<file path="config.mk">
export PLATFORM = sky130hd
export DESIGN_NAME = alu_mdu
export DESIGN_NICKNAME = d
export VERILOG_FILES = /design/src/rtl/alu_mdu.sv
export SDC_FILE = /design/constraint.sdc
export NUM_CORES = 2
export LEC_CHECK = 0
export BUFFER_PORTS_ARGS = -buffer_cell sky130_fd_sc_hd__buf_4
export CORE_UTILIZATION = 59
export CTS_CLUSTER_DIAMETER = 100
export DETAILED_ROUTE_END_ITERATION = 6
export PLACE_DENSITY = 0.76
export SYNTH_ARGS = -nofsm -noshare
export SYNTH_HDL_FRONTEND = slang
export SYNTH_SLANG_ARGS = --single-unit
</file>
<file path="constraint.sdc">
create_clock -name clk -period 15.5 [get_ports clk]
set_clock_uncertainty 0.15 [all_clocks]
set_input_delay 3.875 -clock clk [delete_from_list [all_inputs] [get_ports clk]]
set_output_delay 3.875 -clock clk [all_outputs]
set_load 0.1 [all_outputs]
</file>
<file path="src/rtl/alu_mdu.sv">
// alu_mdu: execute-stage integer ALU with the RV32M/RV64M multiply, divide and
// remainder operations behind a valid/ready handshake.
//
// Ports:
//   clk, rst        clock (rising edge), synchronous active-high reset
//   flush           abort the in-flight op; blocks acceptance this cycle
//   in_valid        operands and op present
//   in_ready        block can accept an op (state is IDLE)
//   a, b            operands
//   alu_controls    op select (0x00-0x0D base, 0x10-0x13 mul, 0x14-0x17 div)
//   funct3b0        inverts the branch-compare results (0x0A-0x0C)
//   res             registered result, held until the next out_valid
//   out_valid       one-cycle pulse per completed op
//   busy            multiply or divide in flight
//
// Latency: base ops and divide special cases 1, multiply 2,
// divide/remainder DATA_WIDTH+2.
module alu_mdu #(
  parameter int DATA_WIDTH = 32,
  parameter int SHAMT_W    = $clog2(DATA_WIDTH)
) (
  input  logic                  clk,
  input  logic                  rst,
  input  logic                  flush,
  input  logic                  in_valid,
  output logic                  in_ready,
  input  logic [DATA_WIDTH-1:0] a,
  input  logic [DATA_WIDTH-1:0] b,
  input  logic [5:0]            alu_controls,
  input  logic                  funct3b0,
  output logic [DATA_WIDTH-1:0] res,
  output logic                  out_valid,
  output logic                  busy
);

  localparam int DW    = DATA_WIDTH;
  localparam int PW    = 2 * DATA_WIDTH + 2;
  localparam int CNT_W = $clog2(DATA_WIDTH);

  localparam logic [DW-1:0] MIN_NEG = {1'b1, {(DW-1){1'b0}}};

  localparam logic [1:0] S_IDLE = 2'd0;
  localparam logic [1:0] S_MUL  = 2'd1;
  localparam logic [1:0] S_DIV  = 2'd2;
  localparam logic [1:0] S_FIX  = 2'd3;

  // Single-cycle integer operations; unlisted codes yield zero.
  function automatic logic [DW-1:0] base_op(input logic [DW-1:0] x,
                                            input logic [DW-1:0] y,
                                            input logic [5:0]    op,
                                            input logic          inv);
    logic [SHAMT_W-1:0] sh;
    logic               eq;
    logic               lt;
    logic               ltu;
    logic [DW-1:0]      r;
    sh  = y[SHAMT_W-1:0];
    eq  = (x == y);
    lt  = ($signed(x) < $signed(y));
    ltu = (x < y);
    case (op)
      6'h00:   r = x + y;
      6'h01:   r = x - y;
      6'h02:   r = x << sh;
      6'h03:   r = {{(DW-1){1'b0}}, lt};
      6'h04:   r = {{(DW-1){1'b0}}, ltu};
      6'h05:   r = x ^ y;
      6'h06:   r = x >> sh;
      6'h07:   r = $signed(x) >>> sh;
      6'h08:   r = x | y;
      6'h09:   r = x & y;
      6'h0A:   r = {{(DW-1){1'b0}}, eq ^ inv};
      6'h0B:   r = {{(DW-1){1'b0}}, ltu ^ inv};
      6'h0C:   r = {{(DW-1){1'b0}}, lt ^ inv};
      6'h0D:   r = y;
      default: r = '0;
    endcase
    return r;
  endfunction

  // Two's-complement negate when requested (magnitude in, signed result out).
  function automatic logic [DW-1:0] neg_if(input logic [DW-1:0] v,
                                           input logic          n);
    return n ? (~v + 1'b1) : v;
  endfunction

  logic [1:0]       state;
  logic [CNT_W-1:0] cnt;
  logic             vld_p2;
  logic [DW-1:0]    res_p2;

  logic signed [PW-1:0] prod_p1;
  logic                 mul_hi_p1;
  logic                 div_rem_p1;
  logic                 q_neg_p1;
  logic                 r_neg_p1;
  logic [DW-1:0]        quo_p1;
  logic [DW-1:0]        rem_p1;
  logic [DW-1:0]        dvs_p1;

  logic accept;
  logic is_mul;
  logic is_div;
  logic div_sgn;
  logic div_rem;
  logic div_zero;
  logic div_ovf;
  logic a_neg;
  logic b_neg;
  logic mul_a_sgn;
  logic mul_b_sgn;

  logic [DW-1:0]        fast_res;
  logic signed [DW:0]   ma;
  logic signed [DW:0]   mb;
  logic signed [PW-1:0] ma_x;
  logic signed [PW-1:0] mb_x;
  logic signed [PW-1:0] prod_full;
  logic [DW-1:0]        mul_res;
  logic [DW:0]          rem_sh;
  logic [DW:0]          diff;
  logic [DW-1:0]        div_final;
  logic [1:0]           unused_prod_top;

  assign in_ready  = (state == S_IDLE);
  assign busy      = (state != S_IDLE);
  assign accept    = in_valid && in_ready && !flush;
  assign res       = res_p2;
  assign out_valid = vld_p2;

  assign is_mul   = (alu_controls[5:2] == 4'b0100);
  assign is_div   = (alu_controls[5:2] == 4'b0101);
  assign div_sgn  = !alu_controls[0];
  assign div_rem  = alu_controls[1];
  assign div_zero = (b == '0);
  assign div_ovf  = div_sgn && (a == MIN_NEG) && (b == '1);
  assign a_neg    = div_sgn && a[DW-1];
  assign b_neg    = div_sgn && b[DW-1];

  // Divide special cases bypass the iterative path and complete like base ops.
  always_comb begin
    fast_res = base_op(a, b, alu_controls, funct3b0);
    if (is_div) begin
      if (div_zero) fast_res = div_rem ? a : '1;
      else          fast_res = div_rem ? '0 : a;
    end
  end

  // MULHU is the only unsigned-a op; MULHSU and MULHU take b unsigned.
  assign mul_a_sgn = !(alu_controls[1] && alu_controls[0]);
  assign mul_b_sgn = !alu_controls[1];
  assign ma        = {mul_a_sgn && a[DW-1], a};
  assign mb        = {mul_b_sgn && b[DW-1], b};
  assign ma_x      = {{(DW+1){ma[DW]}}, ma};
  assign mb_x      = {{(DW+1){mb[DW]}}, mb};
  assign prod_full = ma_x * mb_x;

  // The two guard bits only carry sign extension; results use the low 2*DW.
  assign unused_prod_top = prod_p1[PW-1:2*DW];
  assign mul_res = mul_hi_p1 ? prod_p1[2*DW-1:DW] : prod_p1[DW-1:0];

  // Restoring step: shift the next dividend bit into the partial remainder.
  assign rem_sh    = {rem_p1, quo_p1[DW-1]};
  assign diff      = rem_sh - {1'b0, dvs_p1};
  assign div_final = div_rem_p1 ? neg_if(rem_p1, r_neg_p1)
                                : neg_if(quo_p1, q_neg_p1);

  // ---- p0 -> p1: operand capture, product, divide iterations ----
  always_ff @(posedge clk) begin
    if (accept) begin
      prod_p1    <= prod_full;
      mul_hi_p1  <= |alu_controls[1:0];
      div_rem_p1 <= div_rem;
      q_neg_p1   <= a_neg ^ b_neg;
      r_neg_p1   <= a_neg;
      quo_p1     <= neg_if(a, a_neg);
      rem_p1     <= '0;
      dvs_p1     <= neg_if(b, b_neg);
    end else if (state == S_DIV) begin
      if (!diff[DW]) begin
        rem_p1 <= diff[DW-1:0];
        quo_p1 <= {quo_p1[DW-2:0], 1'b1};
      end else begin
        rem_p1 <= rem_sh[DW-1:0];
        quo_p1 <= {quo_p1[DW-2:0], 1'b0};
      end
    end
  end

  // ---- p1 -> p2: sequencing and registered result ----
  always_ff @(posedge clk) begin
    if (rst) begin
      state  <= S_IDLE;
      cnt    <= '0;
      vld_p2 <= 1'b0;
      res_p2 <= '0;
    end else begin
      vld_p2 <= 1'b0;
      case (state)
        S_IDLE: begin
          if (accept) begin
            if (is_mul) begin
              state <= S_MUL;
            end else if (is_div && !div_zero && !div_ovf) begin
              state <= S_DIV;
              cnt   <= CNT_W'(DW - 1);
            end else begin
              res_p2 <= fast_res;
              vld_p2 <= 1'b1;
            end
          end
        end
        S_MUL: begin
          state <= S_IDLE;
          if (!flush) begin
            res_p2 <= mul_res;
            vld_p2 <= 1'b1;
          end
        end
        S_DIV: begin
          if (flush) begin
            state <= S_IDLE;
            cnt   <= '0;
          end else if (cnt == '0) begin
            state <= S_FIX;
          end else begin
            cnt <= cnt - 1'b1;
          end
        end
        S_FIX: begin
          state <= S_IDLE;
          if (!flush) begin
            res_p2 <= div_final;
            vld_p2 <= 1'b1;
          end
        end
        default: state <= S_IDLE;
      endcase
    end
  end

endmodule
</file>
==> key figures <==
Run status
  – Status: finished, violations left
  – Failing checks: design-rule violations, max-capacitance violations, max-slew violations

Drt
  – Iter 0 DRT Violations: 8139
  – Antenna viol nets, final: 0
  – Vias per Instance: 6.86
  – DRC Markers: roughly 110
  – Final Routed Wirelength: roughly 260 mm
  – Wirelength per Cell: 32.4 um
  – Total iterations of the first detailed-routing run: 7
  – Vias: 54400

Critical path
  – Crit Path Class: in -> reg
  – Critical path required time: around 16 ns
  – Worst-path fanout max: 36
  – Most frequent cell on the critical path: fa_1
  – CP Capture Type: flip-flop
  – Slowest Stage Delay on Critical Path: 1.00 ns
  – Signal arrival time at the worst endpoint: 13.56 ns
  – Worst Setup Start Kind: primary input
  – Slowest stage cell, crit path: fa_1

Synthesis
  – Post-synthesis cell area: 58300 sq um
  – Yosys warns: 0
  – Netlist cell types: 88
  – Commonest cells post-synth: inv_1 (1241), fa_1 (1128), nand2_1 (873), nor2_1 (714), ha_1 (348)
  – Multiplexer share of the synthesized area: 3.61%
  – Largest family of logic cells by synthesized area: adder cells
  – Synth top area share: 38.8%
  – Post-synthesis simple-gate area fraction: 14.5%
  – Cell taking the most area after synthesis: fa_1
  – Syn Nets: 8352
  – Synth Area in Compound Gates: 12.0%
  – Mapped Avg Cell Area: 8.57 sq um
  – Asr flop ratio synth: 0%
  – Synth Flop Type: edfxtp_1
  – Area contributors post-synth: fa_1 (39%), inv_1 (8.0%), ha_1 (7.5%)
  – Most numerous cell in the Yosys netlist: inv_1
  – Synth Register Bits: 204
  – Sequential area share after synthesis: 9.28%
  – Post-synthesis adder-cell area fraction: 46.3%
  – Gate Count Post-Synth: ~6800
  – Post-synth EDFFs: ~130
  – Post-synthesis xor/xnor area fraction: 3.40%

GRT
  – Initial antenna violation count: 30
  – GRT Util Overall: 52.2%
  – Vias in the first global route: roughly 54000
  – Gr ovfl total: 0
  – Largest net degree at the start of global routing: approximately 170
  – Global-route wire length before repair: 371 mm

Floorplanning
  – Num ports: 110
  – Initial Util: 59.9%
  – Die height: 316 um
  – Area of the die: 100000 sq um
  – Core Footprint: 97300 sq um
  – # rows: 114
  – Die Wd: 316 um

Worst hold path
  – Hold crit path type: reg -> reg

Final layout
  – Area Overhead vs Synth: 4.52%
  – Nets: 8166
  – Design area: 60900 sq um
  – Layout cell share with drive strength beyond 1: 5.92%

Clocking
  – Post-CTS Setup Inserts: 0
  – Worst-Skew Late Latency: between 0.6 and 0.7 ns
  – Clk sinks: 204
  – Worst-case clock buffer depth: 3
  – Cts bufs inserted: 28
  – Root Buffer: clkbuf_16
  – CTS tree: yes
  – Worst-path clk slew: 0.06 ns
  – PostCTS Resize Cnt: 0
  – # hold bufs at CTS: 0
  – # H-tree levels: 1

Timing
  – Final hold vios: 0
  – Slew Viols, Final: 2
  – Min Tclk post-route: 13.33 ns
  – Period Utilization, post-route: a little under nine tenths
  – Slew margin rel.: -1.94%
  – Final setup fails: 0
  – RSZ-0062 raised after global routing: no
  – Setup TNS: 0 ns
  – Max Freq: 75.0 MHz
  – Slew of the pin with the lowest slew margin: around 1.5 ns

Placed design
  – Estimated wirelength of the detail-placed design: ~190 mm
  – Placer Congestion: roughly 1.1
  – Dpl cell area: 59900 sq um
  – Port-buffer cells: 109

Flow run
  – Max_cap viols: 1
==> critical path, delay by kind of cell <==
family / cells / cell delay [ns]
adders and majority gates: 9 / 5.27
buffers and inverters: 7 / 1.74
and+or+nand+nor: 3 / 1.27
AOI/OAI and AO/OA: 5 / 1.24
xor gates and xnor gates: 1 / 0.09
==> metal layers <==
metal | vias up | global-route usage, % | part of all wire [%]
met1 | 26500 | 62.4 | 33
met5 | - | 1.18 | 0.093
met4 | 32 | 39.7 | 10
met3 | 1630 | 26.8 | 17
met2 | 5057 | 71.2 | 39
li1 | 21200 | - | -
==> path summary, 6_finish.rpt <==
| kind | cells after the start | from | slack (ns) | endpoint |
|---|---|---|---|---|
| hold / removal | 2 | res[1]$_SDFFE_PP0P_ | 0.31 | res[1]$_SDFFE_PP0P_ |
| setup / recovery | 25 | a[31] | 2.17 | prod_p1[60]$_DFFE_PP_ |
| setup reg to reg | 9 | rem_p1[14]$_SDFFE_PP0P_ | 10.64 | res[30]$_SDFFE_PP0P_ |
| hold reg to reg | 2 | res[1]$_SDFFE_PP0P_ | 0.31 | res[1]$_SDFFE_PP0P_ |
==> final cells by class <==
class / instances / area (sq um)
fill: 8344 / 36400
clock buffer: 32 / 726
timing repair buffer: 218 / 1650
multi-input combinational: 4899 / 46500
clock inverter: 20 / 205
antenna: 26 / 65.1
tap: 1276 / 1600
inverter: 1264 / 4750
sequential: 204 / 5410
==> logic make-up after synthesis <==
family          after synthesis
mux                         136
compound gates             1068
buf+inv                    1698
flops                       204
fa+ha+maj                  1479
simple gates               1990
xor+xnor                    226
==> cells in the final DEF, fill, tap and decap left out, drive strengths merged, types with 132 or more instances in the layout <==
cell type	count
xnor2	170
a21oi	326
nand2	873
inv	1251
fa	1128
ha	348
nor2	714
edfxtp	132
buf	218
o21ai	201
==> flip-flops by register name, summed over array words and instances, names as in the netlist, 2 cells and up <==
signal and flops:
quo_p1 32, rem_p1 32, dvs_p1 32, cnt 5, state 2, prod_p1 64, res 32
==> stage by stage <==
step	hold slack [ns]	utilization, %	setup WS, ns	cells
2_1_floorplan	0.307	-	2.78	6801
3_3_place_gp	0.290	61.6	2.04	7861
3_5_place_dp	0.298	61.6	1.70	7861
4_1_cts	0.306	62.5	2.32	7913
5_1_grt	0.328	62.5	1.71	7914
6_report	0.306	62.6	2.17	7939
Power is left out: the tool's default activity adds up to more than one toggle a clock period on the data nets, which glitch-free logic cannot reach.
